===== src/rtl/harmonic_mixer_pkg.sv =====
// Shared types, widths and saturation helper for the harmonic mixer.
package harmonic_mixer_pkg;

  localparam int unsigned NUM_HARM_DEF = 3;
  localparam int unsigned TIMEOUT_DEF  = 64;
  localparam int unsigned SAMPLE_W     = 16;
  localparam int unsigned ACC_W        = SAMPLE_W + 2;

  localparam logic signed [SAMPLE_W-1:0] SAMPLE_MAX = {1'b0, {(SAMPLE_W-1){1'b1}}};
  localparam logic signed [SAMPLE_W-1:0] SAMPLE_MIN = {1'b1, {(SAMPLE_W-1){1'b0}}};

  typedef enum logic [2:0] {IDLE, REQ, WAIT, SUM, OUT} state_t;

  // Clamp the wide accumulator into the signed sample range.
  function automatic logic signed [SAMPLE_W-1:0] sat_clamp(input logic signed [ACC_W-1:0] a);
    if (a > ACC_W'(SAMPLE_MAX)) return SAMPLE_MAX;
    if (a < ACC_W'(SAMPLE_MIN)) return SAMPLE_MIN;
    return SAMPLE_W'(a);
  endfunction

endpackage


===== src/rtl/harmonic_mixer_if.sv =====
// Harmonic-source handshake and codec-side mix bus.
interface harmonic_mixer_if import harmonic_mixer_pkg::*; #(
  parameter int unsigned NUM_HARM = NUM_HARM_DEF
) ();

  logic                         play_enable;
  logic                         new_frame;
  logic [NUM_HARM-1:0]          harm_enable;
  logic [NUM_HARM-1:0]          harm_sample_ready;
  logic [NUM_HARM*SAMPLE_W-1:0] harm_sample_in;
  logic [NUM_HARM-1:0]          generate_next_sample;
  logic signed [SAMPLE_W-1:0]   mix_out;
  logic                         mix_valid;
  logic                         timeout_err;
  logic                         overrun_err;

  modport master (
    output play_enable, new_frame, harm_enable, harm_sample_ready, harm_sample_in,
    input  generate_next_sample, mix_out, mix_valid, timeout_err, overrun_err
  );

  modport slave (
    input  play_enable, new_frame, harm_enable, harm_sample_ready, harm_sample_in,
    output generate_next_sample, mix_out, mix_valid, timeout_err, overrun_err
  );

endinterface


===== src/rtl/harmonic_capture_slot.sv =====
// Per-source capture register with a captured flag; first load per frame wins.
module harmonic_capture_slot import harmonic_mixer_pkg::*; (
  input  logic                       clk,
  input  logic                       reset,
  input  logic                       clear,
  input  logic                       load,
  input  logic signed [SAMPLE_W-1:0] d,
  output logic signed [SAMPLE_W-1:0] q,
  output logic                       captured
);

  always_ff @(posedge clk or negedge reset) begin
    if (!reset) begin
      q        <= '0;
      captured <= 1'b0;
    end else if (clear) begin
      q        <= '0;
      captured <= 1'b0;
    end else if (load) begin
      q        <= d;
      captured <= 1'b1;
    end
  end

endmodule


===== src/rtl/harmonic_mixer.sv =====
// Requests one sample per harmonic each codec frame, sums captures with saturation.
module harmonic_mixer import harmonic_mixer_pkg::*; #(
  parameter int unsigned NUM_HARM = NUM_HARM_DEF,
  parameter int unsigned TIMEOUT  = TIMEOUT_DEF
) (
  input logic             clk,
  input logic             reset,
  harmonic_mixer_if.slave bus
);

  localparam int unsigned CNT_W = (TIMEOUT > 1) ? $clog2(TIMEOUT) : 1;
  localparam int unsigned IDX_W = (NUM_HARM > 1) ? $clog2(NUM_HARM) : 1;

  state_t                     state, state_d;
  logic [NUM_HARM-1:0]        en_q, en_d, gns_q, gns_d;
  logic [NUM_HARM-1:0]        cap_flag, cap_load;
  logic                       cap_clear, all_cap;
  logic signed [SAMPLE_W-1:0] cap_val [NUM_HARM];
  logic signed [ACC_W-1:0]    acc_q, acc_d, addend;
  logic [CNT_W-1:0]           wait_q, wait_d;
  logic [IDX_W-1:0]           idx_q, idx_d;
  logic signed [SAMPLE_W-1:0] mix_q, mix_d;
  logic                       valid_q, valid_d, tmo_q, tmo_d, ovr_q, ovr_d;

  // Only the first ready pulse from an enabled source counts, and only while waiting.
  assign cap_load = (state == WAIT) ? (en_q & bus.harm_sample_ready & ~cap_flag) : '0;
  assign all_cap  = (((cap_flag | cap_load) & en_q) == en_q);

  for (genvar i = 0; i < NUM_HARM; i++) begin : g_slot
    harmonic_capture_slot u_slot (
      .clk      (clk),
      .reset    (reset),
      .clear    (cap_clear),
      .load     (cap_load[i]),
      .d        (bus.harm_sample_in[i*SAMPLE_W +: SAMPLE_W]),
      .q        (cap_val[i]),
      .captured (cap_flag[i])
    );
  end

  always_ff @(posedge clk or negedge reset) begin
    if (!reset) begin
      state   <= IDLE;
      en_q    <= '0;
      gns_q   <= '0;
      acc_q   <= '0;
      wait_q  <= '0;
      idx_q   <= '0;
      mix_q   <= '0;
      valid_q <= 1'b0;
      tmo_q   <= 1'b0;
      ovr_q   <= 1'b0;
    end else begin
      state   <= state_d;
      en_q    <= en_d;
      gns_q   <= gns_d;
      acc_q   <= acc_d;
      wait_q  <= wait_d;
      idx_q   <= idx_d;
      mix_q   <= mix_d;
      valid_q <= valid_d;
      tmo_q   <= tmo_d;
      ovr_q   <= ovr_d;
    end
  end

  // Outputs are computed one cycle ahead so they line up with the state they belong to.
  always_comb begin
    state_d   = state;
    en_d      = en_q;
    gns_d     = '0;
    acc_d     = acc_q;
    wait_d    = wait_q;
    idx_d     = idx_q;
    mix_d     = mix_q;
    valid_d   = 1'b0;
    tmo_d     = tmo_q;
    ovr_d     = ovr_q;
    cap_clear = 1'b0;
    addend    = '0;

    for (int i = 0; i < NUM_HARM; i++) begin
      if (idx_q == IDX_W'(i) && cap_flag[i]) addend = ACC_W'(cap_val[i]);
    end

    if (bus.new_frame && state != IDLE) ovr_d = 1'b1;

    case (state)
      IDLE: begin
        if (bus.new_frame) begin
          acc_d = '0;
          if (bus.play_enable) begin
            en_d      = bus.harm_enable;
            gns_d     = bus.harm_enable;
            cap_clear = 1'b1;
            state_d   = REQ;
          end else begin
            mix_d   = '0;
            valid_d = 1'b1;
            state_d = OUT;
          end
        end
      end
      REQ: begin
        wait_d  = '0;
        state_d = WAIT;
      end
      WAIT: begin
        if (all_cap) begin
          idx_d   = '0;
          state_d = SUM;
        end else if (wait_q == CNT_W'(TIMEOUT - 1)) begin
          tmo_d   = 1'b1;
          idx_d   = '0;
          state_d = SUM;
        end else begin
          wait_d = wait_q + CNT_W'(1);
        end
      end
      SUM: begin
        acc_d = acc_q + addend;
        if (idx_q == IDX_W'(NUM_HARM - 1)) begin
          mix_d   = sat_clamp(acc_d);
          valid_d = 1'b1;
          state_d = OUT;
        end else begin
          idx_d = idx_q + IDX_W'(1);
        end
      end
      OUT:     state_d = IDLE;
      default: state_d = IDLE;
    endcase
  end

  assign bus.generate_next_sample = gns_q;
  assign bus.mix_out              = mix_q;
  assign bus.mix_valid            = valid_q;
  assign bus.timeout_err          = tmo_q;
  assign bus.overrun_err          = ovr_q;

endmodule


===== src/flat_wrapper.sv =====
// flat-port wrapper written by rule: the top's interface ports become plain ports
module harmonic_mixer_flat import harmonic_mixer_pkg::*;
#(
  parameter int unsigned NUM_HARM = NUM_HARM_DEF,
  parameter int unsigned TIMEOUT  = TIMEOUT_DEF
)
  (clk, reset, bus_play_enable, bus_new_frame, bus_harm_enable, bus_harm_sample_ready, bus_harm_sample_in, bus_generate_next_sample, bus_mix_out, bus_mix_valid, bus_timeout_err, bus_overrun_err);
  harmonic_mixer_if #(.NUM_HARM(NUM_HARM)) bus_i ();
  input logic clk;
  input logic reset;
  input wire logic [$bits(bus_i.play_enable)-1:0] bus_play_enable;
  input wire logic [$bits(bus_i.new_frame)-1:0] bus_new_frame;
  input wire logic [$bits(bus_i.harm_enable)-1:0] bus_harm_enable;
  input wire logic [$bits(bus_i.harm_sample_ready)-1:0] bus_harm_sample_ready;
  input wire logic [$bits(bus_i.harm_sample_in)-1:0] bus_harm_sample_in;
  output wire logic [$bits(bus_i.generate_next_sample)-1:0] bus_generate_next_sample;
  output wire logic [$bits(bus_i.mix_out)-1:0] bus_mix_out;
  output wire logic [$bits(bus_i.mix_valid)-1:0] bus_mix_valid;
  output wire logic [$bits(bus_i.timeout_err)-1:0] bus_timeout_err;
  output wire logic [$bits(bus_i.overrun_err)-1:0] bus_overrun_err;
  assign bus_i.play_enable = bus_play_enable;
  assign bus_i.new_frame = bus_new_frame;
  assign bus_i.harm_enable = bus_harm_enable;
  assign bus_i.harm_sample_ready = bus_harm_sample_ready;
  assign bus_i.harm_sample_in = bus_harm_sample_in;
  assign bus_generate_next_sample = bus_i.generate_next_sample;
  assign bus_mix_out = bus_i.mix_out;
  assign bus_mix_valid = bus_i.mix_valid;
  assign bus_timeout_err = bus_i.timeout_err;
  assign bus_overrun_err = bus_i.overrun_err;
  harmonic_mixer #(.NUM_HARM(NUM_HARM), .TIMEOUT(TIMEOUT)) u_core (.clk(clk), .reset(reset), .bus(bus_i));
endmodule

===== config.mk =====
export PLATFORM = sky130hd
export DESIGN_NAME = harmonic_mixer_flat
export DESIGN_NICKNAME = d
export VERILOG_FILES = /design/src/rtl/harmonic_mixer_pkg.sv /design/src/rtl/harmonic_mixer_if.sv /design/src/rtl/harmonic_capture_slot.sv /design/src/rtl/harmonic_mixer.sv /design/src/flat_wrapper.sv
export SDC_FILE = /design/constraint.sdc
export NUM_CORES = 1
export LEC_CHECK = 0
export CAP_MARGIN = 5
export CORE_MARGIN = 3
export CORE_UTILIZATION = 25
export DETAILED_ROUTE_END_ITERATION = 10
export DONT_BUFFER_PORTS = 1
export SETUP_SLACK_MARGIN = 0.02
export SLEW_MARGIN = 5
export SYNTH_ARGS = -nofsm -noshare
export SYNTH_HDL_FRONTEND = slang
export SYNTH_SLANG_ARGS = --single-unit

===== constraint.sdc =====
create_clock -name clk -period 3.45 [get_ports clk]
set_clock_uncertainty 0.1 [all_clocks]
set_input_delay 0.345 -clock clk [delete_from_list [all_inputs] [get_ports clk]]
set_output_delay 0.345 -clock clk [all_outputs]
set_load 0.02 [all_outputs]

==> results.yml <==
sta:
  slew_headroom: 0.537
  timing.final.crit_share: 1.01
  slew_viol_final: 0
  fmax_ghz: 0.288
  rsz0062_at_grt: "true"
  report.final.setup_viol: 5
  worstMarginPinSlew_ps: 695
  hold_violations: 0
  setup_ws_ps: -28.0
  fin_crit_ps: 3480
layout:
  area_growth_pct: 24.8
  nets: 669
  final_area_um2: 6620
  layout-drive-gt1-share: 0.209
  postLayoutCoreUtil: 0.322
  n_antenna_cell: 0
route:
  viasPerCell: 4.80
  drc: 0
  drt_iter0_drc: 201
  wl_per_cell_um: 17.0
  firstDrtPassIters: 4
  vias: 4140
  ant_nets: 0
  routed_wl_mm: 14.7
floorplan:
  io_pins: 80
  die_x_um: 152
  die_area_um2: 23000
  coreArea_um2: 20600
  die-height_um: 152
  start_util: 0.258
  num_rows: 52
run_status:
  violations: "setup timing"
  status: "complete, but fails checks"
worst_hold_path:
  hold_path.class: "input pin to flop"
  min_path_cells: 2
  min-delay-start: "bus_harm_sample_in[31]"
  hold-path-endpoint: "u_core.g_slot[1].u_slot.q[15]"
synth:
  ys.flop_type: "dfrtp_1"
  syn_area_per_cell_um2: 9.86
  synth_cells: 538
  synthesis.yosys.warnings: 0
  postSynth.asyncResetShare: 1.00
  ys_seq_elements: 105
  synth_cell_types: 58
  netlist_area_um2: 5310
  seq_area_frac_synth: 0.495
  synth_edf_count: 0
  synth_nets: 618
power_and_ir_drop:
  peakVddDrop_mv: 0.323
  power_mw: 5.61
  power.leakage_nw: 3.13
  power_density_nw_per_um2: 847
clock_network:
  cts_root_buffer: "clkbuf_16"
  cts_tree: "built"
  clockBufferDepth: 2
  clock-sinks: 105
  cts.clk_slew.worst_paths_ps: 70
  cts_buffers: 9
  clk_latency_ps: 360
  h-tree-depth: 3
global_route:
  grt_pass1_wl_mm: 23.4
  track_usage: 0.132
  grt_start_max_net_pins: 106
  overflow: 0
  grt_pass1_vias: 4158
  antenna_found_initial: 0
critical_path:
  path_max_fanout: 22
  cp.arrival_ps: 3670
  crit_type: "flop to flop"
  cp-start-kind: "flop"
  worst_path_max_delay_cell: "dfrtp_1"
  reg2reg_depth: 17
  critPathCaptureType: "flop"
  required_ps: 3650
  max_stage_delay_ps: 440
  reg2reg_from: "u_core.idx_q[0]"
  rr_endpoint: "u_core.bus.mix_out[12]"
  r2r_slack_ps: -30
  crit_chain: "inv_2 > ha_1 > and2_4 > buf_12 > nand2_1 > o21ai_1 > ha_1 > a211oi_4 > buf_4 > nand3b_1 > o221ai_4 > mux2i_2 > xnor2_2 > o21ai_4 > clkbuf_16 > nand3_1 > nand3_1"
placed_design:
  gp_congestion: 0.801
  dp_hpwl_mm: 10.5
  io_buffers: 0
  placed_area_um2: 5920
flow_run:
  maxCapViolCount: 0
critical path, delay by kind of cell, from the launching register on:
kind	cells	cell delay [ps]
AOI/OAI and AO/OA	4	770
xor gates and xnor gates	1	140
adders and majority gates	2	550
buffers and inverters	4	590
DFF	1	440
muxes	1	280
and+or+nand+nor	5	540
how the worst max path moves through the flow:
stage | slack (ps) | from | to
5_1_grt | -180 | u_core.idx_q[0] | u_core.bus.mix_out[13]
3_3_place_gp | -4 | u_core.idx_q[0] | u_core.bus.mix_out[12]
6_report | -30 | u_core.idx_q[0] | u_core.bus.mix_out[12]
2_1_floorplan | 30 | u_core.idx_q[0] | u_core.bus.mix_out[6]
3_5_place_dp | -170 | u_core.idx_q[0] | u_core.bus.mix_out[5]
4_1_cts | 20 | u_core.idx_q[1] | u_core.bus.mix_out[5]
cell usage after synthesis (3+ instances only):
cell / instances / share of area
dfrtp_1: 105 / 0.50
nor2_1: 26 / 0.018
xor2_1: 11 / 0.018
nor3b_1: 4 / 0.0057
a22oi_1: 15 / 0.021
o21ai_0: 22 / 0.021
ha_1: 21 / 0.050
nand2b_1: 4 / 0.0047
o21bai_1: 3 / 0.0042
nand4_1: 3 / 0.0035
o21a_1: 3 / 0.0042
and2_1: 8 / 0.0094
o21ai_1: 4 / 0.0038
nor3_1: 4 / 0.0038
o211ai_1: 3 / 0.0042
and4b_1: 3 / 0.0057
a21o_1: 12 / 0.017
buf_2: 5 / 0.0047
nand3_1: 34 / 0.032
xnor2_1: 7 / 0.012
clkbuf_1: 20 / 0.014
nand2_1: 91 / 0.064
and3_1: 5 / 0.0059
a21oi_1: 27 / 0.025
a22o_1: 46 / 0.076
inv_1: 12 / 0.0085
report_power, final:
group	internal [mW]	switching [mW]	leakage, nW	total, mW
Combinational	1.16	1.33	1.64	2.49
Clock	0.511	0.484	0.128	0.994
Sequential	1.68	0.445	1.37	2.13
Total	3.35	2.26	3.13	5.61
area by class of cell:
class | count | area [um^2]
timing repair buffer | 67 | 592
sequential | 105 | 2630
fill | 2157 | 13900
clock buffer | 10 | 239
multi-input combinational | 393 | 2740
tap | 270 | 338
clock inverter | 5 | 40.0
inverter | 13 | 48.8
through the flow:
stage	hold WS, ps	worst slack [ps]	TNS (ps)	cells
after global placement	-46.6	-4.22	-9.64	828
after floorplan	-50.6	29.6	0	538
after global routing	1.49	-182	-2470	863
final	17.5	-28.0	-94.0	863
after detailed placement	-48.1	-167	-2320	828
after CTS	0.00716	20.3	0	855
flip-flops by register name, indices dropped and copies added (netlist names):
signal / count
u_core.g_slot.u_slot.q: 48
u_core.bus.mix_valid: 1
u_core.state: 3
u_core.bus.overrun_err: 1
u_core.acc_q: 18
u_core.en_q: 3
u_core.bus.timeout_err: 1
u_core.g_slot.u_slot.captured: 3
u_core.wait_q: 6
u_core.bus.generate_next_sample: 3
u_core.bus.mix_out: 16
u_core.idx_q: 2
placed cells by master, fill, tap and decap left out, types with 14 or more instances in the layout:
cell and n:
ha_1 16, o21ai_1 14, a22o_1 46, buf_4 54
nand3_1 31, a21oi_1 26, dfrtp_1 105, nand2_1 89
nor2_1 25
per-layer routing:
| layer | global-route usage | share of wire |
|---|---|---|
| met1 | 0.186 | 0.48 |
| met3 | 0.0399 | 0.063 |
| met5 | 0 | 0 |
| met2 | 0.193 | 0.44 |
| met4 | 0.0440 | 0.017 |
logic make-up (layout without fill, tap and decap cells):
group,count (synthesis),in the layout,synth area share
AO/OA/AOI/OAI,157,157,0.215
flip-flops,105,105,0.495
adder cells (fa/ha/maj),22,22,0.0533
multiplexers,3,3,0.00590
AND/OR/NAND/NOR,192,193,0.167
buffers and inverters,41,95,0.0337
XOR/XNOR,18,18,0.0297
what timing repair did:
action,4_1_cts,5_1_grt
setup endpoints to repair,19,22
pin swaps,15,30
buffers inserted,4,8
gates cloned,1,1
hold buffers,7,0
hold endpoints to repair,110,0
gates resized for setup,30,30
Power figures use the tool's default switching activity.
